## src/rtl/sockit_spi_rsq_if.sv

```systemverilog
// Handshake bundle between the SPI request sequencer, its descriptor source,
// the serializer feeding it, and the repackager it drives.
interface sockit_spi_rsq_if #(
  parameter int QCI = 4,
  parameter int QDW = 32,
  parameter int LNW = 16
);
  logic           dsc_vld;
  logic [1:0]     dsc_iom;
  logic [LNW-1:0] dsc_len;
  logic           dsc_rdy;
  logic           abt;
  logic           ser_vld;
  logic [QDW-1:0] ser_dat;
  logic           ser_rdy;
  logic           que_vld;
  logic [QCI-1:0] que_ctl;
  logic [QDW-1:0] que_dat;
  logic           que_rdy;
  logic           sts_bsy;
  logic [LNW-1:0] sts_rem;

  modport slave (
    input  dsc_vld, dsc_iom, dsc_len, abt, ser_vld, ser_dat, que_rdy,
    output dsc_rdy, ser_rdy, que_vld, que_ctl, que_dat, sts_bsy, sts_rem
  );

  modport master (
    output dsc_vld, dsc_iom, dsc_len, abt, ser_vld, ser_dat, que_rdy,
    input  dsc_rdy, ser_rdy, que_vld, que_ctl, que_dat, sts_bsy, sts_rem
  );
endinterface

```

## src/rtl/sockit_spi_rsq.sv

```systemverilog
// SPI request sequencer: accepts a descriptor, then passes serializer segments
// straight to the repackager queue, tagging word-start/word-end and IO mode.
module sockit_spi_rsq #(
  parameter int SDW = 8,
  parameter int QCI = 4,
  parameter int QDW = 4*SDW,
  parameter int LNW = 16
) (
  input  logic              clk,
  input  logic              rst,
  sockit_spi_rsq_if.slave   bus
);

  typedef enum logic {IDL = 1'b0, RUN = 1'b1} state_t;

  state_t         state;
  logic [LNW-1:0] rem;
  logic [1:0]     wct;
  logic           fst;
  logic [1:0]     iom;
  logic           dsc_rdy_q;
  logic           bsy_q;

  logic           run;
  logic           lst;
  logic           xfr;
  logic [QCI-1:0] ctl;
  logic [QDW-1:0] dat;

  // Index of the last segment within one output word for a given IO mode
  // (segments per word minus one: 4 for 3-wire/SPI, 2 for dual, 1 for quad).
  function automatic logic [1:0] wct_last(input logic [1:0] mode);
    case (mode)
      2'd2:    wct_last = 2'd1;
      2'd3:    wct_last = 2'd0;
      default: wct_last = 2'd3;
    endcase
  endfunction

  assign run = (state == RUN);
  assign lst = (rem == '0) | (wct == wct_last(iom));
  assign xfr = run & bus.ser_vld & bus.que_rdy & ~bus.abt;
  assign ctl = {fst, lst, iom};
  assign dat = bus.ser_dat;

  // Zero-latency pass-through of the segment stream while a descriptor runs.
  assign bus.que_vld = run & bus.ser_vld & ~bus.abt;
  assign bus.ser_rdy = run & bus.que_rdy & ~bus.abt;
  assign bus.que_ctl = ctl;
  assign bus.que_dat = dat;
  assign bus.dsc_rdy = dsc_rdy_q;
  assign bus.sts_bsy = bsy_q;
  assign bus.sts_rem = bsy_q ? rem : '0;

  always_ff @(posedge clk or negedge rst) begin
    if (!rst) begin
      state     <= IDL;
      rem       <= '0;
      wct       <= 2'd0;
      fst       <= 1'b0;
      iom       <= 2'd0;
      dsc_rdy_q <= 1'b1;
      bsy_q     <= 1'b0;
    end else begin
      case (state)
        IDL: begin
          if (bus.dsc_vld) begin
            state     <= RUN;
            iom       <= bus.dsc_iom;
            rem       <= bus.dsc_len;
            wct       <= 2'd0;
            fst       <= 1'b1;
            dsc_rdy_q <= 1'b0;
            bsy_q     <= 1'b1;
          end
        end
        RUN: begin
          if (bus.abt) begin
            state     <= IDL;
            rem       <= '0;
            wct       <= 2'd0;
            fst       <= 1'b0;
            dsc_rdy_q <= 1'b1;
            bsy_q     <= 1'b0;
          end else if (xfr) begin
            fst <= 1'b0;
            wct <= lst ? 2'd0 : wct + 2'd1;
            // rem==0 marks the final segment; hold it there instead of wrapping.
            if (rem == '0) begin
              state     <= IDL;
              dsc_rdy_q <= 1'b1;
              bsy_q     <= 1'b0;
            end else begin
              rem <= rem - LNW'(1);
            end
          end
        end
        default: begin
          state     <= IDL;
          dsc_rdy_q <= 1'b1;
          bsy_q     <= 1'b0;
        end
      endcase
    end
  end

endmodule

```

## src/flat_wrapper.sv

```systemverilog
// flat-port wrapper written by rule: the top's interface ports become plain ports
module sockit_spi_rsq_flat 
#(
  parameter int SDW = 8,
  parameter int QCI = 4,
  parameter int QDW = 4*SDW,
  parameter int LNW = 16
)
  (clk, rst, bus_dsc_vld, bus_dsc_iom, bus_dsc_len, bus_abt, bus_ser_vld, bus_ser_dat, bus_que_rdy, bus_dsc_rdy, bus_ser_rdy, bus_que_vld, bus_que_ctl, bus_que_dat, bus_sts_bsy, bus_sts_rem);
  sockit_spi_rsq_if #(.QCI(QCI), .QDW(QDW), .LNW(LNW)) bus_i ();
  input  logic clk;
  input  logic rst;
  input wire logic [$bits(bus_i.dsc_vld)-1:0] bus_dsc_vld;
  input wire logic [$bits(bus_i.dsc_iom)-1:0] bus_dsc_iom;
  input wire logic [$bits(bus_i.dsc_len)-1:0] bus_dsc_len;
  input wire logic [$bits(bus_i.abt)-1:0] bus_abt;
  input wire logic [$bits(bus_i.ser_vld)-1:0] bus_ser_vld;
  input wire logic [$bits(bus_i.ser_dat)-1:0] bus_ser_dat;
  input wire logic [$bits(bus_i.que_rdy)-1:0] bus_que_rdy;
  output wire logic [$bits(bus_i.dsc_rdy)-1:0] bus_dsc_rdy;
  output wire logic [$bits(bus_i.ser_rdy)-1:0] bus_ser_rdy;
  output wire logic [$bits(bus_i.que_vld)-1:0] bus_que_vld;
  output wire logic [$bits(bus_i.que_ctl)-1:0] bus_que_ctl;
  output wire logic [$bits(bus_i.que_dat)-1:0] bus_que_dat;
  output wire logic [$bits(bus_i.sts_bsy)-1:0] bus_sts_bsy;
  output wire logic [$bits(bus_i.sts_rem)-1:0] bus_sts_rem;
  assign bus_i.dsc_vld = bus_dsc_vld;
  assign bus_i.dsc_iom = bus_dsc_iom;
  assign bus_i.dsc_len = bus_dsc_len;
  assign bus_i.abt = bus_abt;
  assign bus_i.ser_vld = bus_ser_vld;
  assign bus_i.ser_dat = bus_ser_dat;
  assign bus_i.que_rdy = bus_que_rdy;
  assign bus_dsc_rdy = bus_i.dsc_rdy;
  assign bus_ser_rdy = bus_i.ser_rdy;
  assign bus_que_vld = bus_i.que_vld;
  assign bus_que_ctl = bus_i.que_ctl;
  assign bus_que_dat = bus_i.que_dat;
  assign bus_sts_bsy = bus_i.sts_bsy;
  assign bus_sts_rem = bus_i.sts_rem;
  sockit_spi_rsq #(.SDW(SDW), .QCI(QCI), .QDW(QDW), .LNW(LNW)) u_core (.clk(clk), .rst(rst), .bus(bus_i));
endmodule
```

## config.mk

```make
export PLATFORM = sky130hd
export DESIGN_NAME = sockit_spi_rsq_flat
export DESIGN_NICKNAME = d
export VERILOG_FILES = /design/src/rtl/sockit_spi_rsq_if.sv /design/src/rtl/sockit_spi_rsq.sv /design/src/flat_wrapper.sv
export SDC_FILE = /design/constraint.sdc
export NUM_CORES = 1
export LEC_CHECK = 0
export CAP_MARGIN = 5
export CORE_ASPECT_RATIO = 0.75
export CORE_UTILIZATION = 40
export CTS_BUF_LIST = sky130_fd_sc_hd__clkbuf_8
export DETAILED_ROUTE_END_ITERATION = 12
export PLACE_DENSITY_LB_ADDON = 0.08
export SETUP_SLACK_MARGIN = 0.1
export SLEW_MARGIN = 20
export SYNTH_ARGS = -nofsm -noshare
export SYNTH_HDL_FRONTEND = slang
export SYNTH_SLANG_ARGS = --single-unit
```

## constraint.sdc

```tcl
create_clock -name clk -period 4.5 [get_ports clk]
set_input_delay 0.9 -clock clk [delete_from_list [all_inputs] [get_ports clk]]
set_output_delay 0.9 -clock clk [all_outputs]
set_load 0.05 [all_outputs]
```

# Word-level counts from Yosys, hierarchy flattened
# Index checks and enable logic that the tools add are counted.
[totals]
regBits = 24
wordCells = 60
[classes]
n_eq_ne = 7
n_bitwise = 9
reduce_logical = 5
addsub = 2
mux = 30
[op_table]
columns = ["cell", "count"]
rows = [
  ["$mux W16", 5],
  ["$pmux W16 S2", 1],
  ["$logic_not A16 Y1", 1],
  ["$sub A16 B1 Y16 const B", 1],
  ["$mux W1", 14],
  ["$ne A3 B3 Y1 const B", 3],
  ["$mux W2", 4],
  ["$pmux W1 S2", 4],
  ["$pmux W2 S2", 2],
  ["$and A1 B1 Y1", 6],
  ["$reduce_and A3 Y1", 2],
  ["$eq A2 B2 Y1 const B", 2],
  ["$reduce_and A2 Y1", 2],
  ["$add A2 B1 Y2 const B", 1],
  ["$eq A2 B2 Y1", 1],
  ["$ne A2 B2 Y1 const B", 1],
  ["$not A1 Y1", 2],
  ["$or A1 B1 Y1", 1],
]

# Logic depth before layout (Yosys ltp)
# Gate-level depths: netlist of the first run.
[logic_depth]
word_depth = 8
depth_mapped = 8

# Worst setup path before layout of the first run
# Ideal clock, no wire load.
[synth_path]
kind = "input port to output port"
start = "input bus_abt"
end = "output bus_que_vld"
slack_ns = 2.014
required_ns = 3.600
stages = 3
arrival_ns = 1.586
cell_sequence = "nor2b_1 > buf_2 > and2_1"
[synth_between]
elab_chain_len = 2
[synth_rtl]
columns = ["element", "line", "source"]
rows = [
  ["from (decl)", "flat_wrapper.sv:16", "input wire logic [$bits(bus_i.abt)-1:0] bus_abt;"],
  ["$not A1 Y1", "sockit_spi_rsq.sv:47", "assign bus.que_vld = run & bus.ser_vld & ~bus.abt;"],
  ["$and A1 B1 Y1", "sockit_spi_rsq.sv:47", ""],
  ["to (decl)", "flat_wrapper.sv:22", "output wire logic [$bits(bus_i.que_vld)-1:0] bus_que_vld;"],
]
# No other way between the ends.

# Worst setup path after layout of the first run
# Same ends and word-level chain as after synthesis.

==> metrics.yaml, run 1 <==
synthesis:
  async_reset_ff_frac: 1.00
  synthMuxAreaShare: 0
  synthesis.nets: 278
  yosys.area_share.adder: 0.00681
  netlist_area_um2: 1840
  ys_seq_area_frac: 0.328
  ys_types: 45
  synth.avg_cell_area_um2: 8.31
  synth-simple-area-share: 0.247
  synth_top_family_by_area: "simple AND/OR/NAND/NOR gates"
  synth_ff_type: "dfrtp_1"
  synth-edff-count: 0
  synth-xor-area-share: 0.00477
  synthCells: 221
  yosysWarnings: 0
  synth_seq_cells: 24
  synth_compound_area_frac: 0.235
power_and_ir_drop:
  intPower_w: 0.000535
  p_leak_nw: 0.843
  peakVddDrop_v: 0.000187
  seq_power_share: 0.335
  power_w: 0.00101
  switching_power_w: 0.000471
  swShare: 0.468
  combPwrFrac: 0.519
  power_frac_clock: 0.146
  p_per_area_nw_per_um2: 469
timing:
  finalHoldViolations: 0
  setup_ws_ns: 0.861
  timing.fmax_ghz: 0.275
  tightest_slew_ns: 0.853
  whs_ns: 0.511
  skew_ns: 0.00412
  setup_viol: 0
  rsz0062_at_grt: "false"
  tns_ns: 0
  finalCritPeriodShare: 0.809
  final_max_slew_viol_count: 0
  fin_crit_ns: 3.64
  slew_headroom: 0.432
setup_path:
  reg2reg_depth: 8
  critPathKind: "in -> out"
  cp_max_fo: 8
  reg2reg_from: "u_core.rem[0]$_DFFE_PN0P_"
  crit_path_start_kind: "primary input"
  crit_start: "bus_abt"
  worstSetupEndpointType: "output port"
  r2r-end: "u_core.rem[13]$_DFFE_PN0P_"
  critPathRequiredTime_ns: 3.60
  cp.arrival_ns: 2.74
  regToRegSetupSlack_ns: 1.97
routing:
  via_per_inst: 5.69
  drt-initial-drc-count: 95
  vias: 1632
  firstDrtPassIters: 4
  wl_per_cell_um: 16.4
  ant_nets: 0
  totalWireLength_mm: 4.70
  drt_drc_violations_left: 0
placement:
  post-dp-hpwl_mm: 3.53
  globalplace.congestion: 0.805
  io_buffers: 47
  dp_slack_ns: 0.869
clocking:
  path_clk_slew_ns: 0.09
  postCtsHoldBufs: 0
  ctsResizeCount: 0
  clockBufferDepth: 2
  cts-root-buf: "clkbuf_8"
  post_cts_buffers: 0
  cts.sinks: 24
  cts_buffers: 3
  tritoncts: "yes"
  cts_max_level: 1
  clk_latency_ns: 0.27
min_path:
  holdPathEnd: "u_core.bus.dsc_rdy$_DFFE_PN1P_"
  hold_start: "u_core.bus.dsc_rdy$_DFFE_PN1P_"
  hp-class: "reg -> reg"
  worstHoldPathCells: 2
run:
  max_cap_violations: 0
floorplanning:
  die_h_um: 60.7
  dieArea_um2: 4870
  fp.coreArea_um2: 4230
  dieWidth_um: 80.2
  start_util: 0.434
  rows: 20
  io_pins: 112
outcome:
  outcome: "finished, final reports clean"
global_route:
  grt_pass1_vias: 1502
  antenna_found_initial: 0
  grt_usage: 0.196
  grt.overflow.total: 0
  grt_max_degree: 25
  grt_pass1_wl_mm: 7.30
finish:
  antennaDiodeCount: 0
  finalNetCount: 290
  postLayoutCoreUtil: 0.507
  drive_gt1_frac: 0.0776
  syn2layout_area_growth_pct: 16.8
## how the worst max path moves through the flow
| stage | depth (start not counted) | slack, ns | to |
|---|---|---|---|
| after floorplan | 3 | 2.01 | bus_que_vld |
| after global placement | 5 | 0.90 | bus_ser_rdy |
| after detailed placement | 5 | 0.87 | bus_que_vld |
| after CTS | 5 | 0.84 | bus_que_vld |
| after global routing | 5 | 0.79 | bus_que_vld |
| final | 5 | 0.86 | bus_que_vld |
## kinds of logic (layout without fill, tap and decap cells)
family | Yosys count | after routing
compound gates | 64 | 64
xor+xnor | 1 | 1
fa+ha+maj | 1 | 1
simple gates | 81 | 81
buf+inv | 50 | 61
flops | 24 | 24
## worst max-delay path: stages
cell and delay, ns:
clkdlybuf4s50_1 0.55, nor2b_1 0.17, buf_4 0.17, and2_1 0.14
clkdlybuf4s50_1 0.80
## power by group through the flow
stage / registers (W) / logic [W] / clock network [W]
3_3_place_gp: 0.000339 / 0.000520 / 0
3_5_place_dp: 0.000341 / 0.000523 / 0
4_1_cts: 0.000337 / 0.000525 / 0.000153
6_report: 0.000337 / 0.000522 / 0.000147
5_1_grt: 0.000346 / 0.000561 / 0.000160
2_1_floorplan: 0.000343 / 0.000429 / 0
## through the flow
stage	instances	instance area, um^2
after floorplan	221	1840
after global placement	283	2100
after detailed placement	283	2090
after CTS	287	2150
after global routing	287	2150
final	287	2150
## layout make-up
cell class | count | area (um^2)
Sequential cell | 24 | 602
Fill cell | 405 | 2080
Multi-Input combinational cell | 147 | 906
Inverter | 7 | 26.3
Timing Repair Buffer | 50 | 488
Tap cell | 55 | 68.8
Clock buffer | 4 | 55.1
## metal layers
| layer | track usage | routed length [um] | up-vias |
|---|---|---|---|
| li1 | - | - | 771 |
| met1 | 0.267 | 2030 | 743 |
| met2 | 0.305 | 1970 | 74 |
| met3 | 0.0376 | 468 | 44 |
| met4 | 0.0918 | 233 | 0 |
| met5 | 0 | 0 | - |
## synth_stat cells (all sizes together) (4+ instances only)
library cell / number / share of area
a21oi: 14 / 0.042
buf: 38 / 0.15
nand3: 5 / 0.014
and2: 18 / 0.061
o2bb2ai: 4 / 0.019
inv: 6 / 0.012
nor4: 5 / 0.025
o21ai: 24 / 0.065
a22oi: 4 / 0.016
nor2: 20 / 0.041
dfrtp: 23 / 0.31
nand2: 16 / 0.033
nor3: 6 / 0.022
clkbuf: 5 / 0.010
## state kept, by name, summed over array words and instances, names as in the netlist
signal	count
u_core.bus.dsc_rdy	1
u_core.fst	1
u_core.wct	2
u_core.run	1
u_core.rem	16
u_core.bus.sts_bsy	1
u_core.iom	2
## layout by cell type (no fill, tap or decap), types with 2 or more instances in the layout
| master | count |
|---|---|
| a32o_1 | 3 |
| dfrtp_1 | 23 |
| inv_1 | 6 |
| nor2b_1 | 2 |
| clkbuf_8 | 4 |
| clkdlybuf4s50_1 | 46 |
| a21oi_2 | 2 |
| o21ai_1 | 10 |
| a22oi_1 | 4 |
| nor3_2 | 2 |
| a31oi_1 | 2 |
| nand2b_1 | 3 |
| buf_4 | 3 |
| and2_1 | 18 |
| nor2_1 | 20 |
| nor4_1 | 4 |
| nand3_1 | 5 |
| a21oi_1 | 12 |
| a32oi_1 | 2 |
| o21ai_0 | 14 |
| nor3_1 | 4 |
| nand2_1 | 16 |
| o2bb2ai_1 | 4 |
| a21o_1 | 2 |
(Power assumes the default switching activity.)
==> inputs of run 2 (changes only) <==
- CORE_UTILIZATION: 40 -> 39
- clock period: 4.5 -> 3.8 ns (I/O delays scaled with it)
==> run 2 against run 1 <==
Critical path depth is the same. Sequential share of layout area is 0.20 points higher. Total power rose by 18%. Critical path type is now reg -> out. Clock skew fell by 0.0015 ns.
==> metrics.yaml, run 2 (synthesis results as in run 1) <==
setup_path:
  regToRegSetupSlack_ns: 1.29  # was 1.97 ns
  cp.arrival_ns: 2.09  # was 2.74 ns
  worstSetupEndpointType: "output port"  # unchanged
  critPathKind: "reg -> out"  # was in -> out
  crit_path_start_kind: "flip-flop"  # was primary input
  r2r-end: "u_core.rem[13]$_DFFE_PN0P_"  # unchanged
  reg2reg_from: "u_core.rem[0]$_DFFE_PN0P_"  # unchanged
  cp_max_fo: 7  # was 8
  reg2reg_depth: 8  # unchanged
  crit_start: "u_core.rem[9]$_DFFE_PN0P_"  # was bus_abt
  critPathRequiredTime_ns: 3.04  # was 3.60 ns
finish:
  layoutNonFillerInstCount: 289  # was 287
  largest_register_ffs: 16  # unchanged
  mostFrequentLayoutCell: "clkdlybuf4s50_1"  # unchanged
  nFillCells: 452  # was 405
  antennaDiodeCount: 0  # unchanged
  top_register: "u_core.rem"  # unchanged
  syn2layout_area_growth_pct: 16.0  # was 16.8%
  mostFrequentLayoutCells: "43 x clkdlybuf4s50_1, 23 x dfrtp_1, 20 x nor2_1"  # was 46 x clkdlybuf4s50_1, 23 x dfrtp_1, 20 x nor2_1
  reg.largest.list: "u_core.rem x16, u_core.iom x2, u_core.wct x2"  # unchanged
  finalNetCount: 290  # unchanged
  drive_gt1_frac: 0.0862  # was 0.0776
routing:
  wl_per_cell_um: 17.6  # was 16.4 um
  firstDrtPassIters: 4  # unchanged
  via_per_inst: 5.72  # was 5.69
  totalWireLength_mm: 5.08  # was 4.70 mm
  drt_drc_violations_left: 0  # unchanged
  ant_nets: 0  # unchanged
  vias: 1653  # was 1632
  drt-initial-drc-count: 106  # was 95
power_and_ir_drop:
  combPwrFrac: 0.522  # was 0.519
  p_leak_nw: 0.847  # was 0.843 nW
  intPower_w: 0.000611  # was 0.000535 W
  swShare: 0.483  # was 0.468
  seq_power_share: 0.340  # was 0.335
  power_frac_clock: 0.138  # was 0.146
  p_per_area_nw_per_um2: 555  # was 469 nW/um^2
  peakVddDrop_v: 0.000270  # was 0.000187 V
  switching_power_w: 0.000572  # was 0.000471 W
placement:
  dpl.cell_count: 285  # was 283
  io_buffers: 47  # unchanged
  dp_slack_ns: 1.00  # was 0.869 ns
  globalplace.congestion: 0.854  # was 0.805
  post-dp-hpwl_mm: 3.67  # was 3.53 mm
timing:
  setup_ws_ns: 0.949  # was 0.861 ns
  final_max_slew_viol_count: 0  # unchanged
  finalHoldViolations: 0  # unchanged
  slew_headroom: 0.424  # was 0.432
  tightest_slew_ns: 0.864  # was 0.853 ns
  fin_crit_ns: 2.85
  skew_ns: 0.00261  # was 0.00412 ns
  tns_ns: 0  # unchanged
  timing.fmax_ghz: 0.351
  finalCritPeriodShare: 0.750
  rsz0062_at_grt: "false"  # unchanged
  setup_viol: 0  # unchanged
floorplanning:
  start_util: 0.409  # was 0.434
  dieWidth_um: 81.2  # was 80.2 um
  io_pins: 112  # unchanged
  fp.coreArea_um2: 4490  # was 4230 um^2
  die_h_um: 61.4  # was 60.7 um
  rows: 21  # was 20
  dieArea_um2: 4990  # was 4870 um^2
clocking:
  clk_latency_ns: 0.27  # about the same
  cts-root-buf: "clkbuf_8"  # unchanged
  cts_max_level: 1  # unchanged
  ctsResizeCount: 0  # unchanged
  cts_buffers: 3  # unchanged
  path_clk_slew_ns: 0.09  # about the same
  post_cts_buffers: 0  # unchanged
  postCtsHoldBufs: 0  # unchanged
  tritoncts: "yes"  # unchanged
  cts.sinks: 24  # unchanged
  clockBufferDepth: 2  # unchanged
global_route:
  grt.overflow.total: 0  # unchanged
  grt_max_degree: 25  # unchanged
  grt_pass1_wl_mm: 8.07  # was 7.30 mm
  grt_pass1_vias: 1596  # was 1502
  grt_usage: 0.219  # was 0.196
  antenna_found_initial: 0  # unchanged
outcome:
  outcome: "finished, final reports clean"  # unchanged
min_path:
  hp-class: "in -> async"  # was reg -> reg
run:
  max_cap_violations: 0  # unchanged
[run 2: changes by cell type in the layout (fill, tap and decap cells not counted)]
cell | before | now
inv_1 | 6 | 7
buf_4 | 3 | 6
clkbuf_8 | 4 | 3
clkdlybuf4s50_1 | 46 | 43
[run 2: power by group through the flow]
stage / logic [W] / clock network [W] / registers, W
final: 0.000618 / 0.000163 / 0.000402
after floorplan: 0.000508 / 0 / 0.000406
after global routing: 0.000663 / 0.000177 / 0.000416
after global placement: 0.000615 / 0 / 0.000404
after CTS: 0.000620 / 0.000166 / 0.000402
after detailed placement: 0.000618 / 0 / 0.000407
[run 2: final cells by class]
cell class	instances	area (um^2)	share of cell area
Tap cell	57	71.3	0.0335
Timing Repair Buffer	50	480	0.225
Sequential cell	24	602	0.282
Clock inverter	1	3.75	0.00176
Multi-Input combinational cell	147	906	0.425
Clock buffer	3	41.3	0.0194
Inverter	7	26.3	0.0123
[run 2: routing by layer]
metal / track usage / up-vias / wire length (um)
li1: - / 768 / -
met1: 0.282 / 774 / 2090
met2: 0.354 / 71 / 2270
met3: 0.0385 / 40 / 481
met4: 0.120 / 0 / 243
met5: 0 / - / 0
[run 2: worst max-delay path by stage]
| stage | endpoint | cells past startpoint | slack, ns |
|---|---|---|---|
| after detailed placement | u_core.rem[9]$_DFFE_PN0P_ | 6 | 1.00 |
| final | bus_que_ctl[2] | 5 | 0.95 |
| after floorplan | bus_que_ctl[2] | 7 | 1.47 |
| after CTS | bus_que_ctl[2] | 5 | 0.95 |
| after global routing | bus_que_ctl[2] | 5 | 0.81 |
| after global placement | u_core.rem[9]$_DFFE_PN0P_ | 6 | 1.09 |
[run 2: critical path, cell delays in order (launching register included)]
cell,delay (ns)
dfrtp_1,0.48
nor4_4,0.47
and4b_1,0.35
nand3_1,0.12
o311ai_0,0.13
buf_4,0.27
[run 2: stage by stage]
step | power, W | hold WS [ns] | util | instance area (um^2)
after global routing | 0.00126 | 0.514 | 0.474 | 2130
after global placement | 0.00102 | 0.491 | 0.465 | 2090
after floorplan | 0.000914 | 0.464 | - | 1840
final | 0.00118 | 0.475 | 0.474 | 2130
after CTS | 0.00119 | 0.498 | 0.474 | 2130
after detailed placement | 0.00102 | 0.493 | 0.464 | 2090
